**src/rtl/br_credit_return.sv**
```systemverilog
// br_credit_return: receiver-side endpoint of the credit link.
// Tracks buffer occupancy and returns freed slots as credits.
module br_credit_return #(
  parameter int NumCredits = 8,
  parameter int MaxReturn  = 1,
  localparam int CountWidth  = $clog2(NumCredits + 1),
  localparam int ReturnWidth = $clog2(MaxReturn + 1)
) (
  input  logic                   clk,
  input  logic                   rst_n,
  input  logic [CountWidth-1:0]  initial_credits,
  input  logic                   push_valid,
  input  logic                   pop,
  input  logic                   credit_stall,
  output logic [ReturnWidth-1:0] push_credit,
  output logic [CountWidth-1:0]  pending,
  output logic [CountWidth-1:0]  occupancy,
  output logic                   init_done,
  output logic                   overflow_err,
  output logic                   underflow_err
);

  localparam int AW = CountWidth + 1;
  localparam logic [AW-1:0] MaxRetA = AW'(MaxReturn);
  localparam logic [AW-1:0] NumA    = AW'(NumCredits);
  localparam logic [CountWidth-1:0] NumC = CountWidth'(NumCredits);

  typedef enum logic {
    INIT,
    RUN
  } state_e;

  state_e                 state_q, state_d;
  logic [CountWidth-1:0]  pending_q, pending_d;
  logic [CountWidth-1:0]  occ_q, occ_d;
  logic [ReturnWidth-1:0] pc_q, pc_d;
  logic                   ovf_q, ovf_d;
  logic                   unf_q, unf_d;

  logic                  pop_eff;
  logic [AW-1:0]         avail;
  logic [AW-1:0]         ret;
  logic [AW-1:0]         rem;
  logic [CountWidth-1:0] occ_after;
  logic [CountWidth-1:0] init_clamp;

  // Return arithmetic: freed slots plus owed credits, capped per cycle.
  assign pop_eff    = pop && (occ_q != '0);
  assign avail      = {1'b0, pending_q} + AW'(pop_eff);
  assign ret        = credit_stall ? '0 :
                      ((avail > MaxRetA) ? MaxRetA : avail);
  assign rem        = avail - ret;
  assign occ_after  = occ_q - CountWidth'(pop_eff);
  assign init_clamp = (initial_credits > NumC) ? NumC : initial_credits;

  // Next-state and output computation for the INIT/RUN machine.
  always_comb begin
    state_d   = state_q;
    pending_d = pending_q;
    occ_d     = occ_q;
    pc_d      = '0;
    ovf_d     = ovf_q;
    unf_d     = unf_q;
    unique case (state_q)
      INIT: begin
        pending_d = init_clamp;
        state_d   = RUN;
      end
      RUN: begin
        pc_d = ReturnWidth'(ret);
        if (rem > NumA) begin
          pending_d = NumC;
          ovf_d     = 1'b1;
        end else begin
          pending_d = rem[CountWidth-1:0];
        end
        if (pop && (occ_q == '0)) begin
          unf_d = 1'b1;
        end
        occ_d = occ_after;
        if (push_valid) begin
          if (occ_after == NumC) begin
            ovf_d = 1'b1;
          end else begin
            occ_d = occ_after + 1'b1;
          end
        end
      end
      default: state_d = INIT;
    endcase
  end

  // State and output registers with asynchronous clear.
  always_ff @(posedge clk or negedge rst_n) begin
    if (!rst_n) begin
      state_q   <= INIT;
      pending_q <= '0;
      occ_q     <= '0;
      pc_q      <= '0;
      ovf_q     <= 1'b0;
      unf_q     <= 1'b0;
    end else begin
      state_q   <= state_d;
      pending_q <= pending_d;
      occ_q     <= occ_d;
      pc_q      <= pc_d;
      ovf_q     <= ovf_d;
      unf_q     <= unf_d;
    end
  end

  assign push_credit   = pc_q;
  assign pending       = pending_q;
  assign occupancy     = occ_q;
  assign init_done     = (state_q == RUN);
  assign overflow_err  = ovf_q;
  assign underflow_err = unf_q;

  // Integration checks; the local conservation check is meaningless
  // once a protocol error has been flagged.
  a_init_range: assert property (@(posedge clk) disable iff (!rst_n)
    (state_q == INIT) |-> (initial_credits <= NumC));
  a_no_x: assert property (@(posedge clk) disable iff (!rst_n)
    (state_q == RUN) |-> !$isunknown({push_valid, pop}));
  a_conserve: assert property (@(posedge clk) disable iff (!rst_n)
    (state_q == RUN && !ovf_q && !unf_q) |->
      ({1'b0, occ_q} + {1'b0, pending_q} <= NumA));

  c_max_ret: cover property (@(posedge clk) disable iff (!rst_n)
    push_credit == ReturnWidth'(MaxReturn));
  c_stall: cover property (@(posedge clk) disable iff (!rst_n)
    credit_stall && (pending_q != '0));
  c_full: cover property (@(posedge clk) disable iff (!rst_n)
    occ_q == NumC);
  c_both: cover property (@(posedge clk) disable iff (!rst_n)
    push_valid && pop);

endmodule

```
**config.mk**
```make
export PLATFORM = sky130hd
export DESIGN_NAME = br_credit_return
export DESIGN_NICKNAME = d
export VERILOG_FILES = /design/src/rtl/br_credit_return.sv
export SDC_FILE = /design/constraint.sdc
export NUM_CORES = 1
export LEC_CHECK = 0
export ABC_AREA = 0
export BUFFER_PORTS_ARGS = -buffer_cell sky130_fd_sc_hd__buf_2
export CAP_MARGIN = 10
export CORE_UTILIZATION = 38
export CTS_BUF_LIST = sky130_fd_sc_hd__clkbuf_8
export CTS_CLUSTER_DIAMETER = 100
export CTS_CLUSTER_SIZE = 40
export DETAILED_ROUTE_END_ITERATION = 12
export HOLD_SLACK_MARGIN = 0.12
export REMOVE_ABC_BUFFERS = 1
export SETUP_SLACK_MARGIN = 0.1
export SYNTH_ARGS = -nofsm -noshare
export SYNTH_HDL_FRONTEND = slang
export SYNTH_SLANG_ARGS = --single-unit
```
**constraint.sdc**
```tcl
create_clock -name clk -period 4.48 [get_ports clk]
set_input_delay 0.448 -clock clk [delete_from_list [all_inputs] [get_ports clk]]
set_output_delay 0.448 -clock clk [all_outputs]
set_load 0.05 [all_outputs]
```
==> results of run 1 <==
[per-stage QoR]
step,std cells,setup WS (ns)
after detailed placement,146,1.04
final,150,1.00
after global routing,150,0.767
after global placement,146,1.10
after CTS,150,1.01
after floorplan,98,1.06
[final timing paths]
| path | from | endpoint | slack [ns] | depth (start not counted) |
|---|---|---|---|---|
| hold reg to reg | underflow_err | underflow_err | 0.46 | 1 |
| setup reg to reg | occupancy[2] | pending[0] | 1.00 | 15 |
| min in group asynchronous | rst_n | push_credit | 0.61 | 2 |
| setup / recovery | occupancy[2] | pending[0] | 1.00 | 15 |
| hold / removal | initial_credits[1] | pending[1] | 0.44 | 2 |
| max in group asynchronous | rst_n | occupancy[2] | 3.66 | 2 |
[cell usage in the layout (no fill, tap or decap), drive strengths merged, types with 3 or more instances in the layout]
cell    netlist  final
xor2          3      3
a21oi         7      7
buf           3     20
ha           10     10
dfrtp        12     12
inv           8      8
xnor2         4      4
nand2         4      4
clkbuf        0      3
a22o          3      3
conb          1      5
o21ai         3      3
nor3          4      4
nor2          8      8
[state kept, by name, summed over array words and instances (netlist names)]
signal	count
underflow_err	1
occupancy	4
pending	4
init_done	1
push_credit	1
overflow_err	1
[worst register-to-register path, delay by kind of cell, from the launching register on]
kind                       cells  cell delay (ns)
AOI/OAI and AO/OA              6             1.34
adders and majority gates      4             0.98
buffers and inverters          1             0.06
and+or+nand+nor                2             0.13
xor gates and xnor gates       2             0.44
DFF                            1             0.47
[cell families after synthesis]
group,after synthesis,synth area share
AND/OR/NAND/NOR,27,0.154
AO/OA/AOI/OAI,26,0.201
flip-flops,12,0.327
adder cells (fa/ha/maj),11,0.158
buffers and inverters,11,0.0655
XOR/XNOR,7,0.0668
multiplexers,2,0.0232
other,1,0.00409
[layout make-up]
type | count | area [um2] | area share
multi-input combinational | 78 | 572 | 0.525
sequential | 12 | 300 | 0.276
timing repair buffer | 21 | 110 | 0.101
clock buffer | 3 | 41.3 | 0.0379
tap | 28 | 35.0 | 0.0322
inverter | 8 | 30.0 | 0.0276
[power by group]
part | internal, mW | switching, mW | total (mW) | leakage (nW)
clock | 0.0594 | 0.0405 | 0.0999 | 0.0216
combinational | 0.148 | 0.261 | 0.409 | 0.382
sequential | 0.140 | 0.0392 | 0.180 | 0.141
total | 0.348 | 0.341 | 0.689 | 0.544
[per-layer routing]
metal,vias up,GRT usage
met2,14,0.272
met1,342,0.226
met4,0,0.0556
li1,390,-
met3,3,0.0357
met5,-,0
==> metrics.txt, run 1 <==
overall routing resource usage 0.170; Final Cycle Share 0.776; final WL 1850 um; Synth Instances 97; residual DRC count 0; unrepaired setup endpoints after global routing false; clock root buffer clkbuf_8; Placer Congestion 0.764; top_reg_cell synth dfrtp_1; Seq/Total Area, Yosys 0.327; first-pass GRT wire length 3240 um; Max VDD drop 384 uV; P_leak 0.544 nW; Setup Skew 0.00151 ns; layout cells sized above 1 0.221; top layer in use met4; Synth top cells by count dfrtp_1 (12), ha_1 (10), inv_1 (8), nor2_1 (8), a21oi_1 (7); H-tree depth 1; Final ANT Viol Nets 0; CTS Buf Count 3; # Max-Cap Violations 0; violation count after the first detailed-route iteration 9; buffer and inverter count on the worst path 1; area of the core 2230 um2; Worst Hold Class in2reg; Max Slew Vio Count 0; peak fanout along the critical path 10; Startpoint Class flip-flop; Yosys warning count 0; Sink Count 12; design area 1090 um2; fraction of registers with async set/reset 1.00; CP Data Required Time 4.66 ns; Die H 51.1 um; Reg clk slew, reported paths 0.05 ns; Avg Cell Area, Syn 9.45 um2; FILL cells 230; GR Overflow Total 0; Setup violations, final 0; Post-CTS Setup Inserts 0; Via density 4.99; status finished clean; Hold-fix buffers, CTS 1; crit path kind reg2reg; Tot Pwr 689 uW; placed inst area 1040 um2; smallest hold slack 0.441 ns; Ant. Diodes 0; Yosys cell types 37; Worst-Skew Late Latency 0.24 ns; Fin. Hold Viols 0; Synth top area share 0.327; delay-heaviest family, CP compound AO/OA/AOI/OAI gates; die width 51.1 um; CP peak stage delay 0.48 ns; M1 WL 892 um; Nets 144; drt first pass iters 4; CTS max path bufs 2; synthesis-to-layout area growth 18.7%; post-cts sizing count 0; Detail Route met3 WL 64 um; CTS tree yes; Starting Density 0.411; vias in the first global route 731; routed via count 749; antenna violations before repair 0; Routed WL per cell 12.3 um; row cnt 17; FMAX 0.288 GHz; Power Density 633 nW/um2; Most common cell on crit path ha_1; number of synthesized flops with an enable pin 0; met2 WL 870 um; # port buffers 20; critical path arrival 3.66 ns; Mapped Area 917 um2; Setup crit end kind flip-flop; Finished Core Util 0.487; critical path cell sequence o41a_1 -> ha_1 -> ha_1 -> xor2_1 -> nor3_1 -> nand2_1 -> o21ba_2 -> ha_1 -> inv_1 -> fa_1 -> a21o_1 -> a21oi_1 -> xor2_1 -> o211a_1 -> a22o_1; #FFs+latches synth 12; leading area contributor after synthesis dfrtp_1; synth top area cells dfrtp_1 (33%), ha_1 (14%), a21oi_1 (3.8%); Tmin final 3.48 ns; num ports 21; Die ar. 2610 um2; setup_tns 0 ns; count leader, synth dfrtp_1; CP max-delay cell o41a_1; dpl hpwl 1480 um; largest net degree at the start of global routing 13
No activity file was read; power rests on OpenSTA's default activity.
==> run 2, diff against run 1 <==
- clock period: 4.48 -> 3.3 ns (I/O delays scaled with it)
==> run 2 against run 1 <==
Effect of this change:
- setup slack got worse by 0.86 ns
- clock skew about the same
- critical endpoint is now overflow_err
- count of clock-buffer cells in the layout unchanged
==> metrics.txt, run 2 (synthesis gave the netlist of run 1 again) <==
Sink Count 12 (unchanged); critical path arrival 3.28 ns (-0.38 ns); CP max-delay cell o41a_1; Setup crit end kind flip-flop; residual DRC count 0 (unchanged); die width 51.1 um (unchanged); H-tree depth 1 (unchanged); final WL 2050 um (+11%); CTS max path bufs 2 (unchanged); CTS tree yes; P_leak 0.603 nW (+11%); Starting Density 0.411 (unchanged); Routed WL per cell 12.7 um (+2.7%); layout cells sized above 1 0.351 (+0.129); critical path cell sequence o41a_1 -> ha_2 -> ha_4 -> xor2_2 -> nor3_1 -> nand2_1 -> o21ba_4 -> ha_4 -> inv_2 -> fa_2 -> a21o_1 -> a21oi_2 -> xor2_1 -> buf_4 -> o21a_1 -> a21oi_1; first-pass GRT wire length 3770 um (+17%); drt first pass iters 4 (unchanged); commonest cells after routing, fill and taps aside buf_2 (20), dfrtp_1 (12), buf_4 (12), nor2_1 (8); crit path kind reg2reg; violation count after the first detailed-route iteration 10 (+1); DP Cell Count 151 (+3.4%); area of the core 2230 um2 (unchanged); status finished clean; Setup violations, final 0 (unchanged); vias in the first global route 835 (+14%); pre-CTS WS -0.0770 ns (-1.12 ns); clock root buffer clkbuf_8; Non-Filler Instances 162 (+8.0%); Tmin final 3.15 ns (-0.325 ns); routed via count 814 (+8.7%); Reg clk slew, reported paths 0.06 ns (about the same); CP peak stage delay 0.45 ns (-0.03 ns); antenna violations before repair 0 (unchanged); Die H 51.1 um (unchanged); Max Slew Vio Count 0 (unchanged); CP Data Required Time 3.43 ns (-1.23 ns); Setup Skew 0.00144 ns (-0.0000683 ns); Ant. Diodes 0 (unchanged); unrepaired setup endpoints after global routing true; FMAX 0.317 GHz (+10%); Tot Pwr 1.05 mW (+52%); Worst Hold Class in2reg; GR Overflow Total 0 (unchanged); peak fanout along the critical path 4 (-6); CTS Buf Count 3 (unchanged); row cnt 17 (unchanged); delay-heaviest family, CP compound AO/OA/AOI/OAI gates; final worst slack 0.149 ns (-0.855 ns); placed inst area 1070 um2 (+3.6%); dpl hpwl 1550 um (+4.5%); Max VDD drop 462 uV (+20%); largest net degree at the start of global routing 13 (unchanged); # Max-Cap Violations 0 (unchanged); Final ANT Viol Nets 0 (unchanged); design area 1230 um2 (+13%); # port buffers 20 (unchanged); Startpoint Class flip-flop; Nets 156 (+8.3%); register area 300 um2 (unchanged); Fin. Hold Viols 0 (unchanged); setup_tns 0 ns (unchanged); FILL cells 218 (-5.2%); synthesis-to-layout area growth 34.2%; Die ar. 2610 um2 (unchanged); area of the multi-input gates 624 um2 (+9.2%); buffer and inverter count on the worst path 2 (+1); Via density 5.02 (+0.63%); overall routing resource usage 0.197 (+0.0272); Most common cell on crit path ha_4; num ports 21 (unchanged); Power Density 853 nW/um2 (+35%); most common cell after layout, fill and taps aside buf_2; Final Cycle Share 0.955 (+0.179); Worst-Skew Late Latency 0.24 ns (about the same); Placer Congestion 0.775 (+1.4%)
-- run 2: final cells by class --
cell class | instances | area share
repair buffers | 33 | 0.163
clock buffers | 3 | 0.0335
well taps | 28 | 0.0285
inverters | 8 | 0.0244
flip-flops and latches | 12 | 0.244
multi-input cells | 78 | 0.507
-- run 2: power breakdown --
| part | internal (mW) | switching, mW | leakage (nW) | total (mW) |
|---|---|---|---|---|
| Clock | 0.0808 | 0.0586 | 0.0216 | 0.139 |
| Combinational | 0.274 | 0.411 | 0.440 | 0.685 |
| Sequential | 0.191 | 0.0358 | 0.141 | 0.226 |
-- run 2: timing repair --
action                                 4_1_cts  5_1_grt
buffers inserted                             5        2
setup endpoints to repair                    5        5
hold buffers                                 1        0
endpoints found under the hold margin       12        0
pin swaps                                    2        5
resized for setup                            6        5
-- run 2: path summary, 6_finish.rpt --
path / startpoint / end / slack (ns) / cells past startpoint
max: occupancy[0] / overflow_err / 0.15 / 16
min: initial_credits[0] / pending[0] / 0.32 / 2
max reg2reg: occupancy[0] / overflow_err / 0.15 / 16
min reg2reg: underflow_err / underflow_err / 0.47 / 1
max in group asynchronous: rst_n / pending[3] / 2.59 / 2
min in group asynchronous: rst_n / underflow_err / 0.49 / 2
-- run 2: routing by layer --
| layer | GRT usage | share of wire |
|---|---|---|
| met5 | 0 | 0 |
| met4 | 0.0556 | 0.015 |
| met3 | 0.0387 | 0.032 |
| met2 | 0.309 | 0.45 |
| met1 | 0.272 | 0.50 |
-- run 2: through the flow --
stage | util | hold WS [ns]
6_report | 0.551 | 0.323
5_1_grt | 0.551 | 0.332
4_1_cts | 0.532 | 0.324
3_5_place_dp | 0.481 | 0.224
3_3_place_gp | 0.481 | 0.220
2_1_floorplan | - | 0.0344
==> run 3, diff against run 2 <==
- BUFFER_PORTS_ARGS: -buffer_cell sky130_fd_sc_hd__buf_2 -> default
- DONT_BUFFER_PORTS: default -> 1
==> run 3 against run 2 <==
Effect of this change:
- count of clock-buffer cells in the layout did not move
- cell area up 1.7%
- setup slack worse by 0.021 ns
- non-clock buffer count down 11
- fmax fell by 0.65%
- sequential share of layout area shrank 0.41 points
- sequential cell count unchanged
- global-route usage shrank 2.7 points
- clock power down 6%
- first-iteration DRC count did not move
- largest cell class unchanged
- highest routed layer is now met3
==> metrics.txt, run 3 (synthesis gave the netlist of run 1 again) <==
status finished clean; Tmin final 3.17 ns (+0.0206 ns); crit path kind reg2reg; largest net degree at the start of global routing 13 (unchanged); CP Data Required Time 3.42 ns (about the same); layout cells sized above 1 0.333 (-0.0174); row cnt 17 (unchanged); Die H 51.1 um (unchanged); residual DRC count 0 (unchanged); Startpoint Class flip-flop; Non-Filler Instances 151 (-6.8%); H-tree depth 1 (unchanged); Reg clk slew, reported paths 0.05 ns (about the same); Nets 145 (-7.1%); Die ar. 2610 um2 (unchanged); Final Cycle Share 0.961 (+0.00625); area of the core 2230 um2 (unchanged); # port buffers 0 (-100%); vias in the first global route 756 (-9.5%); FMAX 0.315 GHz (-0.65%); P_leak 0.580 nW (-3.8%); peak fanout along the critical path 3 (-1); critical path arrival 3.29 ns (about the same); Finished Core Util 0.561 (+0.00952); final WL 2090 um (+1.6%); Max VDD drop 450 uV (-2.7%); R2R Setup Slk 0.13 ns (-0.02 ns); DP Cell Count 138 (-8.6%); actual slew at the worst max-slew pin 0.552 ns; Setup Skew 0.00401 ns (+0.00257 ns); Final ANT Viol Nets 0 (unchanged); Placer Congestion 0.846 (+9.2%); first-pass GRT wire length 3240 um (-14%); Max-Slew Margin vs Limit 0.631; placed inst area 1030 um2 (-4.4%); violation count after the first detailed-route iteration 10 (unchanged); synthesis-to-layout area growth 36.6%; overall routing resource usage 0.170 (-0.0269); commonest cells after routing, fill and taps aside buf_4 (21), dfrtp_1 (12), nor2_1 (8), inv_1 (7), ha_1 (6); Fin. Hold Viols 0 (unchanged); Power Density 875 nW/um2 (+2.6%); Worst-Skew Late Latency 0.24 ns (about the same); CTS tree yes; most common cell after layout, fill and taps aside buf_4; smallest hold slack 0.232 ns (-0.0916 ns); Worst Hold Class in2reg; routed via count 776 (-4.7%); dpl hpwl 1450 um (-6.5%); Sink Count 12 (unchanged); Tot Pwr 1.10 mW (+4.3%); Starting Density 0.411 (unchanged); Setup crit end kind flip-flop; num ports 21 (unchanged); Via density 5.14 (+2.3%); Max Slew Vio Count 0 (unchanged); Routed WL per cell 13.8 um (+9.0%); Setup violations, final 0 (unchanged); Ant. Diodes 0 (unchanged); drt first pass iters 4 (unchanged); antenna violations before repair 0 (unchanged); clock root buffer clkbuf_8; unrepaired setup endpoints after global routing true; CTS max path bufs 2 (unchanged); CTS Buf Count 3 (unchanged); die width 51.1 um (unchanged); design area 1250 um2 (+1.7%); GR Overflow Total 0 (unchanged); # Max-Cap Violations 0 (unchanged)
==> run 3: layout make-up <==
class,count,area (um2)
fillers,209,981
multi-input cells,78,678
flip-flops and latches,12,300
repair buffers,22,168
clock buffers,3,41.3
well taps,28,35.0
inverters,8,30.0
==> run 3: final timing paths <==
path,start,to,cells past startpoint
hold reg to reg,occupancy[3],occupancy[3],2
min in group asynchronous,rst_n,underflow_err,1
setup reg to reg,occupancy[0],pending[2],15
max in group asynchronous,rst_n,occupancy[1],1
setup / recovery,occupancy[0],pending[2],15
hold / removal,initial_credits[1],pending[1],1
==> run 3: through the flow <==
| step | setup TNS (ns) | worst slack, ns |
|---|---|---|
| 4_1_cts | 0 | 0.101 |
| 3_5_place_dp | -0.00398 | -0.00398 |
| 6_report | 0 | 0.128 |
| 5_1_grt | -0.0447 | -0.0262 |
| 3_3_place_gp | 0 | 0.0786 |
| 2_1_floorplan | -0.393 | -0.118 |
==> run 3: repair_timing <==
item | in CTS | in global routing
pin swaps | 1 | 12
endpoints found under the setup margin | 4 | 5
endpoints found under the hold margin | 12 | 0
setup buffers | 4 | 5
resized for setup | 3 | 15
hold buffers | 1 | 0
==> run 3: power breakdown <==
part	internal (mW)	switching (mW)	leakage (nW)
combinational	0.306	0.416	0.417
clock	0.0802	0.0503	0.0216
sequential	0.190	0.0537	0.141
total	0.576	0.520	0.580
==> run 3: critical path, stage by stage, from the launching register on <==
cell     delay, ns
dfrtp_1       0.37
o41a_1        0.45
ha_2          0.22
ha_4          0.17
xor2_2        0.15
nor3_2        0.15
nand2_1       0.08
o21ba_4       0.23
ha_4          0.15
inv_2         0.05
fa_2          0.21
buf_4         0.14
xor2_4        0.18
nor3_4        0.05
o211a_1       0.24
a22o_1        0.20
==> run 3: layer usage <==
layer,track usage,vias to the layer above,wire length [um]
met5,0,-,0
met4,0.0278,0,0
met2,0.285,19,1060
li1,-,393,-
met1,0.213,364,921
met3,0.0565,0,104
